--- src/rtl/frogger_pkg.sv ---
// Shared types and defaults for the frog round sequencer.
// Holds game states, move directions and the one-hot direction picker.
package frogger_pkg;

    typedef enum logic [2:0] {
        IDLE,
        PLAY,
        WIN,
        LOSE,
        OVER
    } state_t;

    typedef enum logic [2:0] {
        DIR_NONE,
        DIR_L,
        DIR_U,
        DIR_D,
        DIR_R
    } dir_t;

    localparam int DEF_MAX_LIVES   = 3;
    localparam int DEF_SCORE_W     = 4;
    localparam int DEF_TIME_LIMIT  = 5000;
    localparam int DEF_HOLD_CYCLES = 200;

    // rise = {l, u, d, r}; anything but a single rise is no move
    function automatic dir_t pick_dir(input logic [3:0] rise);
        dir_t d;
        case (rise)
            4'b1000: d = DIR_L;
            4'b0100: d = DIR_U;
            4'b0010: d = DIR_D;
            4'b0001: d = DIR_R;
            default: d = DIR_NONE;
        endcase
        return d;
    endfunction

endpackage

--- src/rtl/frog_round_ctrl_key_edge.sv ---
// Rising-edge detector for one already-synchronized button level.
// Previous-value register clears on asynchronous reset.
module key_edge (
    input  logic clk,
    input  logic reset,
    input  logic d,
    output logic rise
);

    logic prev;

    always_ff @(posedge clk or posedge reset) begin
        if (reset) prev <= 1'b0;
        else       prev <= d;
    end

    assign rise = d & ~prev;

endmodule

--- src/rtl/frog_round_ctrl.sv ---
// Frog game round sequencer: move pulses, round outcome,
// round clear, score and lives.
module frog_round_ctrl
    import frogger_pkg::*;
#(
    parameter int MAX_LIVES   = DEF_MAX_LIVES,
    parameter int SCORE_W     = DEF_SCORE_W,
    parameter int TIME_LIMIT  = DEF_TIME_LIMIT,
    parameter int HOLD_CYCLES = DEF_HOLD_CYCLES
) (
    input  logic               clk,
    input  logic               reset,
    input  logic               start,
    input  logic               keyL,
    input  logic               keyU,
    input  logic               keyD,
    input  logic               keyR,
    input  logic               frogTop,
    input  logic               hit,
    output logic               L,
    output logic               U,
    output logic               D,
    output logic               R,
    output logic               resetRound,
    output logic [SCORE_W-1:0] score,
    output logic [2:0]         lives,
    output logic               playing,
    output logic               winLed,
    output logic               gameOver
);

    localparam int TW = $clog2(TIME_LIMIT + 1);
    localparam int HW = $clog2(HOLD_CYCLES + 1);

    state_t             state, nxt;
    logic [TW-1:0]      timer, timer_n;
    logic [HW-1:0]      hold, hold_n;
    logic [SCORE_W-1:0] score_n;
    logic [2:0]         lives_n;
    logic               rr_n;
    logic [3:0]         mv_n;
    logic               rs, rl, ru, rd, rk;
    dir_t               dir;

    key_edge u_start (.clk(clk), .reset(reset), .d(start), .rise(rs));
    key_edge u_l     (.clk(clk), .reset(reset), .d(keyL),  .rise(rl));
    key_edge u_u     (.clk(clk), .reset(reset), .d(keyU),  .rise(ru));
    key_edge u_d     (.clk(clk), .reset(reset), .d(keyD),  .rise(rd));
    key_edge u_r     (.clk(clk), .reset(reset), .d(keyR),  .rise(rk));

    always_comb begin
        nxt     = state;
        timer_n = timer;
        hold_n  = hold;
        score_n = score;
        lives_n = lives;
        dir     = pick_dir({rl, ru, rd, rk});
        case (state)
            IDLE: if (rs) nxt = PLAY;
            PLAY: begin
                if (timer != '0) timer_n = timer - TW'(1);
                // array contents are stale while resetRound is high
                if (timer == '0 || (!resetRound && hit)) begin
                    nxt     = LOSE;
                    lives_n = lives - 3'd1;
                end else if (!resetRound && frogTop) begin
                    nxt = WIN;
                    if (score != {SCORE_W{1'b1}})
                        score_n = score + SCORE_W'(1);
                end
            end
            WIN: begin
                if (hold == '0) nxt = PLAY;
                else            hold_n = hold - HW'(1);
            end
            LOSE: begin
                if (lives == 3'd0)     nxt = OVER;
                else if (hold == '0)   nxt = PLAY;
                else                   hold_n = hold - HW'(1);
            end
            OVER: begin
                if (rs) begin
                    nxt     = PLAY;
                    score_n = '0;
                    lives_n = 3'(MAX_LIVES);
                end
            end
            default: nxt = IDLE;
        endcase
        if (nxt == PLAY && state != PLAY)
            timer_n = TW'(TIME_LIMIT - 1);
        if (state == PLAY && (nxt == WIN || nxt == LOSE))
            hold_n = HW'(HOLD_CYCLES - 1);
        rr_n = (nxt == PLAY) && (state != PLAY);
        mv_n = 4'b0000;
        if (state == PLAY && nxt == PLAY) begin
            unique case (1'b1)
                (dir == DIR_L): mv_n = 4'b1000;
                (dir == DIR_U): mv_n = 4'b0100;
                (dir == DIR_D): mv_n = 4'b0010;
                (dir == DIR_R): mv_n = 4'b0001;
                default:        mv_n = 4'b0000;
            endcase
        end
    end

    always_ff @(posedge clk or posedge reset) begin
        if (reset) begin
            state        <= IDLE;
            timer        <= '0;
            hold         <= '0;
            score        <= '0;
            lives        <= 3'(MAX_LIVES);
            resetRound   <= 1'b0;
            {L, U, D, R} <= 4'b0000;
        end else begin
            state        <= nxt;
            timer        <= timer_n;
            hold         <= hold_n;
            score        <= score_n;
            lives        <= lives_n;
            resetRound   <= rr_n;
            {L, U, D, R} <= mv_n;
        end
    end

    assign playing  = (state == PLAY);
    assign winLed   = (state == WIN);
    assign gameOver = (state == OVER);

endmodule

--- config.mk ---
export PLATFORM = sky130hd
export DESIGN_NAME = frog_round_ctrl
export DESIGN_NICKNAME = d
export VERILOG_FILES = /design/src/rtl/frogger_pkg.sv /design/src/rtl/frog_round_ctrl_key_edge.sv /design/src/rtl/frog_round_ctrl.sv
export SDC_FILE = /design/constraint.sdc
export NUM_CORES = 1
export LEC_CHECK = 0
export ABC_AREA = 1
export CAP_MARGIN = 30
export CORE_ASPECT_RATIO = 0.8
export CORE_MARGIN = 4
export CORE_UTILIZATION = 45
export CTS_CLUSTER_DIAMETER = 100
export DETAILED_ROUTE_END_ITERATION = 16
export HOLD_SLACK_MARGIN = 0.1
export PLACE_DENSITY = 0.65
export SETUP_SLACK_MARGIN = 0.5
export SYNTH_ARGS = -nofsm -noshare
export SYNTH_HDL_FRONTEND = slang
export SYNTH_SLANG_ARGS = --single-unit
--- constraint.sdc ---
create_clock -name clk -period 1.9 [get_ports clk]
set_clock_uncertainty 0.15 [all_clocks]
set_input_delay 0.285 -clock clk [delete_from_list [all_inputs] [get_ports clk]]
set_output_delay 0.285 -clock clk [all_outputs]
set_load 0.005 [all_outputs]
==> summary.md <==
| Metric | Value |
|---|---|
| Synth warnings | 0 |
| Crit share post-route | 103.7% |
| Failing checks | negative setup slack |
| Gr usage total | 21.24% |
| IO buf count | 23 |
| Tmin final | 1970 ps |
| Initial antenna violation count | 0 |
| Number of global-route vias before repair | 2157 |
| Setup violations, final | 17 |
| Final setup TNS | -806.5 ps |
| Cts bufs inserted | 5 |
| FF+latch count, synth | 41 |
| Overflow after GRT | 0 |
| P&R area growth vs syn | 66.48% |
| H-tree depth | 2 |
| Power Total | 5.732 mW |
| Synth top area share | 43.58% |
| Number of remaining DRC errors | 0 |
| Predominant post-synthesis flop cell | dfrtp_1 |
| EDFF count, synth | 0 |
| Clock sinks | 41 |
| Post-Synthesis Cell Area | 2240 sq um |
| Detailed placer's ending HPWL | 3.135 mm |
| Fmax | ~510 MHz |
| Row cnt | 22 |
| Clock transition at the registers of the reported paths | 90 ps |
| Crit-path leading delay family | flip-flops |
| DRT Wirelength | just over 8 mm |
| Pwr dens | 1537 nW/um^2 |
| Chip Width | 86.88 microns |
| Final WS setup | -70.37 ps |
| Buf/Inv on CP | 2 |
| Final Hold Fails | 0 |
| Final hold slack | 186.3 ps |
| Starting Density | 47.58% |
| Leakage Power | 1.761 nW |
| CP max-delay cell | dfstp_2 |
| Sequential share of the synthesized area | 45.92% |
| Root buf cell | clkbuf_8 |
| CP peak stage delay | 560 ps |
| Syn Inst Count | roughly 260 |
| VDD IR max | 1000 uV |
| Asr flop ratio synth | between 90% and 100% |
| Global placement routability congestion | ~0.8 |
| Place WS | -16.86 ps |
| Crit path cell chain | inv_2, ha_4, nand3b_1, nand2_2, o21bai_4, nand2_4, nand4_4, clkinv_4, nor2_4 |
| Crit. End Element | flop |
| First drt pass iteration count | 4 |
| Antenna Cells | 0 |
| Wire per inst | about 19 microns |
| Ports | 24 |
| Mapped Nets | approximately 270 |
| Die area | 6177 sq um |
| Startpoint Class | flop |
| Largest net degree at the start of global routing | 42 |
| Arr. time, crit path | 2010 ps |
| Status | finished with violations |
| Routed via count | around 2400 |
| Top post-synthesis cells by area | dfrtp_1, nand2_1, inv_1 |
| Share of layout cells above drive strength 1 | 51.22% |
| Critical Path RT | roughly 1900 ps |
| Initial DRC Count | 156 |
| Avg Cell Area, Syn | 8.647 sq um |
| Core box area | 4707 sq um |
| Worst min path class | in -> async |
| Final nets | 383 |
| CTS tree | done |
| Chip Height | 71.10 microns |
| Kind of critical path | reg -> reg |
| First-pass GRT wire length | 10.21 mm |
| Post-synth cell types | 31 |
| Critical Path Fanout Max | 6 |
| Max_cap viols | 0 |
| Slew headroom | 80.06% |
| RSZ-0062 raised after global routing | yes |
| Tightest Pin Transition | 299.2 ps |
| Routed vias/inst | between 5 and 6 |
| Routed Antenna Nets | 0 |
| Post-layout util | 79.21% |
| Hold Buf Count CTS | 0 |
| Biggest area consumer among synthesized cells | dfrtp_1 |
| Max clock buf depth | 2 |
| Clk Latency, worst-skew pair | 300 ps |
| Slew Viols, Final | 0 |
-- worst paths after layout --
check	start	endpoint	slack [ps]	cells past startpoint
setup / recovery	lives[1]$_DFFE_PP1P_	timer[4]$_DFFE_PP0P_	-70	9
hold / removal	reset	hold[3]$_DFFE_PP0P_	190	3
setup reg to reg	lives[1]$_DFFE_PP1P_	timer[4]$_DFFE_PP0P_	-70	9
hold reg to reg	u_d.prev$_DFF_PP0_	D$_DFF_PP0_	370	3
max in group asynchronous	reset	lives[1]$_DFFE_PP1P_	1140	3
min in group clk	keyD	u_d.prev$_DFF_PP0_	300	1
-- per-stage QoR --
step | instances | cell area (sq um)
finish | 429 | 3729
global route | 429 | 3729
CTS | 411 | 3371
detailed placement | 347 | 2614
global placement | 347 | 2614
floorplan | 259 | 2262
-- layout make-up --
class                           instances  area (sq um)
Fill cell                             264         978.4
Inverter                               39         163.9
Clock buffer                            5         68.82
Sequential cell                        41          1031
Tap cell                               60         75.07
Multi-Input combinational cell        179          1376
Clock inverter                          3         65.06
Timing Repair Buffer                  102         948.4
-- where the power goes --
part           total (mW)  internal [mW]  leakage [nW]  switching [mW]
Sequential           1.38           1.15         0.488           0.233
Combinational        3.50           1.73          1.21            1.77
Clock               0.853          0.522        0.0681           0.330
-- routing by layer --
layer | part of all wire (%) | GRT usage, % | vias up
met5 | 0 | 0 | -
met4 | 5.1 | 8.824 | 0
met3 | 6.4 | 4.191 | 40
met2 | 49 | 35.80 | 123
met1 | 40 | 26.42 | 1175
li1 | - | - | 1031
-- kinds of logic (layout without fill, tap and decap cells) --
family,Yosys count,count (layout),share of synthesized area [%]
XOR/XNOR,12,12,4.693
adder cells (fa/ha/maj),6,6,3.352
AND/OR/NAND/NOR,143,144,34.13
flip-flops,41,41,45.92
AO/OA/AOI/OAI,17,17,4.525
buffers and inverters,40,149,7.374
-- Yosys cell counts, drive strengths merged, types with 2 or more instances --
| library cell | count |
|---|---|
| inv | 39 |
| nand3b | 3 |
| dfstp | 2 |
| or2 | 4 |
| nand3 | 22 |
| o21bai | 3 |
| o21ai | 11 |
| nand4 | 6 |
| xnor2 | 2 |
| dfrtp | 39 |
| xor2 | 10 |
| nor3 | 2 |
| nor2 | 43 |
| nand2 | 61 |
| ha | 6 |
-- worst register-to-register path: stages, from the launching register on --
cell and delay, ps:
dfstp_2 560, inv_2 60, ha_4 150, nand3b_1 130, nand2_2 110, o21bai_4 210, nand2_4 100, nand4_4 180
clkinv_4 170, nor2_4 40
-- registers in the layout (all words and copies together), names as in the netlist --
| register | cells |
|---|---|
| hold | 8 |
| L | 1 |
| timer | 13 |
| u_start.prev | 1 |
| u_u.prev | 1 |
| D | 1 |
| lives | 3 |
| U | 1 |
| score | 4 |
| R | 1 |
| u_d.prev | 1 |
| state | 3 |
| resetRound | 1 |
| u_r.prev | 1 |
| u_l.prev | 1 |
-- placed cells by master, fill, tap and decap left out, types with 2 or more instances in the layout --
cell,n
buf_2,3
nand4_4,3
buf_6,31
dfrtp_1,37
o21ai_2,3
ha_1,3
nand3_1,14
or2_2,4
inv_2,12
clkinv_4,2
nor2_4,19
clkdlybuf4s50_1,8
ha_4,3
o21ai_0,2
nand4_1,4
nand2_2,14
dfrtp_2,2
clkbuf_8,5
buf_12,2
xor2_1,9
nand2_4,7
nand2_1,39
dfstp_2,2
o21ai_1,6
nor2_2,8
nor2_1,16
xnor2_1,2
buf_4,47
dlygate4sd2_1,3
nand3b_1,3
nand3_2,6
clkdlybuf4s15_1,7
bufinv_16,2
inv_1,23
o21bai_4,2
nand3_4,2
-- timing repair --
action | CTS | global route
endpoints found under the setup margin | 50 | 47
cloned | 1 | 0
pin swaps | 23 | 23
setup buffers | 55 | 18
resized for setup | 87 | 64
No activity file was read; power rests on OpenSTA's default activity.
